[src/rtl/sort_engine.sv]
// Iterative odd-even transposition sorter: one compare-exchange phase per clock,
// returning sorted keys with their original index tags.
module sort_engine #(
  parameter int unsigned N          = 6,
  parameter int unsigned W          = 10,
  parameter int unsigned IW         = $clog2(N),
  parameter int unsigned PW         = $clog2(N + 1),
  parameter int unsigned EARLY_EXIT = 1
) (
  input  logic            clk,
  input  logic            rst,
  input  logic            in_valid,
  output logic            in_ready,
  input  logic            in_mode,
  input  logic [N*W-1:0]  in_data,
  output logic            out_valid,
  input  logic            out_ready,
  output logic [N*W-1:0]  out_data,
  output logic [N*IW-1:0] out_idx,
  output logic [PW-1:0]   out_phases
);

  typedef enum logic [1:0] {StIdle, StSort, StDone} state_e;

  state_e               state_q, state_d;
  logic [N-1:0][W-1:0]  key_q, key_d, key_ph;
  logic [N-1:0][IW-1:0] idx_q, idx_d, idx_ph;
  logic                 mode_q, mode_d;
  logic [PW-1:0]        phase_q, phase_d;
  logic                 zero_q, zero_d;
  logic [N-1:0][W-1:0]  res_key_q, res_key_d;
  logic [N-1:0][IW-1:0] res_idx_q, res_idx_d;
  logic [PW-1:0]        res_ph_q, res_ph_d;
  logic                 any_swap;
  logic                 finish;

  // One phase: pairs are disjoint, so every compare reads the registered array.
  always_comb begin
    key_ph   = key_q;
    idx_ph   = idx_q;
    any_swap = 1'b0;
    for (int i = 0; i < int'(N) - 1; i++) begin
      if ((i % 2) == int'(phase_q[0])) begin
        if (mode_q ? (key_q[i] > key_q[i+1]) : (key_q[i] < key_q[i+1])) begin
          key_ph[i]   = key_q[i+1];
          key_ph[i+1] = key_q[i];
          idx_ph[i]   = idx_q[i+1];
          idx_ph[i+1] = idx_q[i];
          any_swap    = 1'b1;
        end
      end
    end
  end

  // zero_q records that the previous phase swapped nothing.
  assign finish = (phase_q == PW'(N - 1)) || ((EARLY_EXIT != 0) && !any_swap && zero_q);

  always_comb begin
    state_d   = state_q;
    key_d     = key_q;
    idx_d     = idx_q;
    mode_d    = mode_q;
    phase_d   = phase_q;
    zero_d    = zero_q;
    res_key_d = res_key_q;
    res_idx_d = res_idx_q;
    res_ph_d  = res_ph_q;
    unique case (state_q)
      StIdle: begin
        if (in_valid) begin
          key_d = in_data;
          for (int k = 0; k < int'(N); k++) begin
            idx_d[k] = IW'(k);
          end
          mode_d  = in_mode;
          phase_d = '0;
          zero_d  = 1'b0;
          state_d = StSort;
        end
      end
      StSort: begin
        key_d   = key_ph;
        idx_d   = idx_ph;
        phase_d = phase_q + PW'(1);
        zero_d  = !any_swap;
        if (finish) begin
          res_key_d = key_ph;
          res_idx_d = idx_ph;
          res_ph_d  = phase_q + PW'(1);
          state_d   = StDone;
        end
      end
      StDone: begin
        if (out_ready) begin
          state_d = StIdle;
        end
      end
      default: state_d = StIdle;
    endcase
  end

  always_ff @(posedge clk or posedge rst) begin
    if (rst) begin
      state_q   <= StIdle;
      key_q     <= '0;
      idx_q     <= '0;
      mode_q    <= 1'b0;
      phase_q   <= '0;
      zero_q    <= 1'b0;
      res_key_q <= '0;
      res_idx_q <= '0;
      res_ph_q  <= '0;
    end else begin
      state_q   <= state_d;
      key_q     <= key_d;
      idx_q     <= idx_d;
      mode_q    <= mode_d;
      phase_q   <= phase_d;
      zero_q    <= zero_d;
      res_key_q <= res_key_d;
      res_idx_q <= res_idx_d;
      res_ph_q  <= res_ph_d;
    end
  end

  assign in_ready   = (state_q == StIdle);
  assign out_valid  = (state_q == StDone);
  assign out_data   = res_key_q;
  assign out_idx    = res_idx_q;
  assign out_phases = res_ph_q;

endmodule

[config.mk]
export PLATFORM = sky130hd
export DESIGN_NAME = sort_engine
export DESIGN_NICKNAME = d
export VERILOG_FILES = /design/src/rtl/sort_engine.sv
export SDC_FILE = /design/constraint.sdc
export NUM_CORES = 1
export LEC_CHECK = 0
export CAP_MARGIN = 20
export CORE_UTILIZATION = 47
export DETAILED_ROUTE_END_ITERATION = 8
export PLACE_DENSITY = 0.75
export SLEW_MARGIN = 20
export SYNTH_ARGS = -nofsm -noshare
export SYNTH_HDL_FRONTEND = slang
export SYNTH_SLANG_ARGS = --single-unit
[constraint.sdc]
create_clock -name clk -period 6.8 [get_ports clk]
set_input_delay 1.36 -clock clk [delete_from_list [all_inputs] [get_ports clk]]
set_output_delay 1.36 -clock clk [all_outputs]
set_load 0.05 [all_outputs]
==> run metrics, run 1 <==
clock slew at reported path FFs=60 ps; most frequent cells in the layout=dfrtp_1, clkdlybuf4s50_1, nand3_1; Crit. End Element=flip-flop; top_reg_cell synth=dfrtp_1; Remaining DRCs=0; Post-DP HPWL=21.3 mm; count of cell types in the netlist=56; Sum Neg Setup Slack=0 ps; hold path cells=1; initial antenna violation count=0; Clock Tree Root=clkbuf_16; Synth Instances=1,030; commonest non-fill, non-tap cell in the layout=dfrtp_1; Max Root-Sink Buffers=2; Resized cells post-CTS=0; Mapped Nets=1,147; post-synthesis area per instance=9.21 um2; Worst-Skew Late Latency=430 ps; Die H=144 um; Initial Utilization=48.4%; # Max-Cap Violations=0; final setup fails=0; full die area=20,700 um2; gpl congestion=0.929; Final nets=1,248; crit path launch type=flip-flop; fmax=236 MHz; Rel. slew slack=19.8%; Synth top area share=43.8%; sequential share of the synthesized area=43.8%; status=finished clean; pin count of the biggest net entering global routing=78; Die Width=144 um; synth warn=0; Yosys reg bits=166; Post-Syn Area=9480 um2; final worst-path cycle share=62.4%; ys async rst share=100%; core area=19,600 um2; final wirelength=30.8 mm; CP Max Fanout=49; DRT antenna net count=0; Tot GR Track Use=30.9%; vias in the first global route=8,623; per-cell routed wire length=21.9 um; hold_buf cts=0; total congestion overflow=0; Least-Margin Pin Slew=1200 ps; # rows=51; fin. max-slew vios=0; top post-synthesis cells by area=dfrtp_1, ha_1, nand3_1; DR iter-0 viols=1,283; RSZ-0062 raised after global routing=no; Synth-to-Final Area Change=23.2%; CP required=7100 ps; share of cells above drive strength 1=6.91%; Post-synth EDFFs=0; IO Pins=148; total CTS buffers=17; Final Hold Viols=0; FF-to-FF path depth=10; CTS tree=built; critical path arrival=4550 ps; Pre-antenna DRT Iters=6; DR vias=8,962; Antenna diodes=0; htree depth=4; worst min path class=flip-flop to flip-flop; worst clock skew=9.74 ps; crit path time final=4240 ps; first-pass GRT wire length=48.5 mm; port bufs=147; CTS sink cnt=166; via density per instance=6.36; Setup CP Type=flip-flop to flip-flop; Synth area leader=dfrtp_1; setup repair bufs after CTS=0
-- metal layers --
layer  global-route usage, %  wire length (um)  vias up
met5                       0                 0        -
met4                    8.68               629        0
met3                    6.46              2870       53
met2                    46.0             13600      485
met1                    45.0             13700     4405
li1                        -                 -     4019
-- registers in the layout (all words and copies together) (netlist names) --
signal / count
idx_q: 18
key_q: 60
mode_q: 1
out_data: 60
out_idx: 18
out_phases: 3
phase_q: 3
state_q: 2
zero_q: 1
-- cells in the mapped netlist, types with 5 or more instances --
cell type	number
a211oi_1	12
a21oi_1	54
a221o_1	15
a221oi_1	14
a22oi_1	24
a31oi_1	22
buf_1	10
buf_2	5
clkbuf_1	60
dfrtp_1	166
ha_1	52
inv_1	70
mux2_1	26
mux2_2	9
mux2i_1	12
nand2_1	58
nand2b_1	7
nand3_1	82
nand4_1	11
nor2_1	38
nor3_1	58
o211ai_1	12
o21a_1	15
o21ai_0	58
o21ai_1	47
o221ai_1	5
o22ai_1	25
o31ai_1	13
-- through the flow --
stage               hold slack (ps)  setup WS, ps  cell area (um2)  cells  util [%]
global route                    504          2290            11700   1409      59.6
CTS                             497          2610            11700   1409      59.6
floorplan                       474           950             9480   1030         -
detailed placement              474          2640            11100   1377      56.6
finish                          490          2560            11700   1409      59.6
global placement                473          2800            11100   1376      56.5
-- critical path, cell delays in order, from the launching register on --
cell and delay (ps):
dfrtp_1 440, inv_1 120, ha_1 310, a21oi_1 130
o21ai_1 90, a2111oi_2 510, mux2_2 600, nand4_1 180
buf_4 480, nand2_2 680, mux2_1 550
-- final cells by class --
| class | count | area (um2) |
|---|---|---|
| Multi-Input combinational cell | 712 | 4740 |
| Sequential cell | 166 | 4160 |
| Tap cell | 265 | 332 |
| Timing Repair Buffer | 163 | 1590 |
| Fill cell | 1719 | 7910 |
| Clock inverter | 14 | 151 |
| Clock buffer | 18 | 439 |
| Inverter | 71 | 272 |
-- cells by family (layout without fill, tap and decap cells) --
| group | Yosys count | after routing | share of synthesized area [%] |
|---|---|---|---|
| compound gates | 350 | 350 | 24.5 |
| simple gates | 262 | 262 | 12.9 |
| flops | 166 | 166 | 43.8 |
| buf+inv | 152 | 266 | 6.40 |
| fa+ha+maj | 52 | 52 | 6.86 |
| mux | 47 | 47 | 5.42 |
| xor+xnor | 1 | 1 | 0.0924 |
-- path summary, 6_finish.rpt --
path | from | end | slack [ps]
worst min-delay path | out_data[15]$_DFFE_PP0P_ | out_data[15]$_DFFE_PP0P_ | 490
max in group asynchronous | rst | out_data[15]$_DFFE_PP0P_ | 4170
worst min register to register | out_data[15]$_DFFE_PP0P_ | out_data[15]$_DFFE_PP0P_ | 490
worst max register to register | key_q[13]$_DFFE_PP0P_ | out_data[11]$_DFFE_PP0P_ | 2560
worst max-delay path | key_q[13]$_DFFE_PP0P_ | out_data[11]$_DFFE_PP0P_ | 2560
min in group asynchronous | rst | phase_q[2]$_DFFE_PP0P_ | 1370
Power of run 1 is left out: the tool's default activity adds up to more than one toggle a clock period on the data nets, which glitch-free logic cannot reach.
==> run 2: changes to the inputs <==
clock period = 4.1 ns   (was 6.8 ns; I/O delays follow)
==> run 2 against run 1 <==
Against the previous run: non-clock buffer count grew 9; via count grew 1.3%; maximum frequency grew 29%; hold slack is essentially flat; global-route usage shrank 0.24 points.
==> run metrics, run 2 (synthesis gave the netlist of run 1 again) <==
hold path cells=1; total congestion overflow=0; CP required=4420 ps; Remaining DRCs=0; worst min path class=flip-flop to flip-flop; Resized cells post-CTS=0; most frequent cells in the layout=dfrtp_1, clkdlybuf4s50_1, nand3_1; setup repair bufs after CTS=0; clock slew at reported path FFs=70 ps; IO Pins=148; Clock Tree Root=clkbuf_16; DR vias=9,079; status=finished clean; worst reg2reg startpoint=key_q[45]$_DFFE_PP0P_; Worst Min Path Start=out_data[33]$_DFFE_PP0P_; WP buf/inv=0; fmax=304 MHz; # rows=51; crit path launch type=flip-flop; gpl congestion=0.952; critical path depth=8; # Max-Cap Violations=0; CP max stage cell=a2111oi_1; Die H=144 um; final wirelength=30.5 mm; vias in the first global route=8,596; full die area=20,700 um2; DRT antenna net count=0; critical path arrival=3610 ps; worst stage delay on the critical path=670 ps; Rel. slew slack=39.5%; crit-path cells=ha_1 > a21oi_1 > o21ai_0 > a2111oi_1 > a31oi_2 > nor2_2 > nand2_1 > o22a_1; per-cell routed wire length=21.5 um; total CTS buffers=17; fill count=1,700; Reg area=4160 um2; hold_buf cts=0; CP Launch Point=key_q[45]$_DFFE_PP0P_; DR iter-0 viols=1,105; Initial Utilization=48.4%; footprint of the multi-input gates=4740 um2; final setup fails=0; core area=19,600 um2; FF-to-FF path depth=8; share of cells above drive strength 1=7.63%; Final nets=1,257; RSZ-0062 raised after global routing=no; critical path's top delay family=compound AO/OA/AOI/OAI gates; CTS sink cnt=166; CP Max Fanout=13; Setup CP Type=flip-flop to flip-flop; first-pass GRT wire length=48.2 mm; via density per instance=6.40; Synth-to-Final Area Change=24.2%; Crit. End Element=flip-flop; CTS tree=built; crit path time final=3290 ps; Pre-antenna DRT Iters=7; pin count of the biggest net entering global routing=167; htree depth=4; Worst-Skew Late Latency=440 ps; worst clock skew=12.1 ps; port bufs=147; Post-DP HPWL=21.3 mm; fin. max-slew vios=0; final worst-path cycle share=80.3%; initial antenna violation count=1; Die Width=144 um; Max Root-Sink Buffers=2; Tot GR Track Use=30.6%; commonest non-fill, non-tap cell in the layout=dfrtp_1; Final Hold Viols=0; Least-Margin Pin Slew=908 ps; Antenna diodes=0; Sum Neg Setup Slack=0 ps
## run 2: per-layer routing
layer  routed length, um  global-route usage, %  vias up  share of wire [%]
li1                    -                      -     4060                  -
met5                  13                      0        -              0.043
met3                2990                   5.60       79                9.8
met1               13200                   44.0     4369                 43
met2               13200                   45.5      569                 43
met4                1020                   12.1        2                3.3
## run 2: per-stage QoR
| stage | utilization, % | instance area (um2) | cells | hold WS, ps | worst slack [ps] |
|---|---|---|---|---|---|
| floorplan | - | 9490 | 1030 | 474 | 1170 |
| global placement | 57.1 | 11200 | 1386 | 473 | 535 |
| detailed placement | 57.1 | 11200 | 1386 | 474 | 510 |
| CTS | 60.1 | 11800 | 1418 | 498 | 506 |
| global route | 60.1 | 11800 | 1418 | 510 | 649 |
| finish | 60.1 | 11800 | 1418 | 490 | 807 |
## run 2: worst reg2reg max path, delay by kind of cell (launching register included)
kind                     cells  cell delay (ps)
adder cells (fa/ha/maj)      1              360
AND/OR/NAND/NOR              2             1010
flip-flops                   1              430
AO/OA/AOI/OAI                5             1390
## run 2: layout make-up
cell class                 instances  share of cell area (%)
clock buffer                      19                    3.85
clock inverter                    13                    1.24
inverter                          71                    2.29
multi-input combinational        712                    40.2
sequential                       166                    35.3
tap                              265                    2.81
timing repair buffer             172                    14.3
## run 2: worst paths after layout
check	end	slack [ps]
max	idx_q[17]$_DFFE_PP0P_	810
min	out_data[33]$_DFFE_PP0P_	490
max reg2reg	idx_q[17]$_DFFE_PP0P_	810
min reg2reg	out_data[33]$_DFFE_PP0P_	490
max in group asynchronous	phase_q[0]$_DFFE_PP0P_	2430
min in group asynchronous	out_idx[4]$_DFFE_PP0P_	990
Power of run 2 is left out for the same reason.
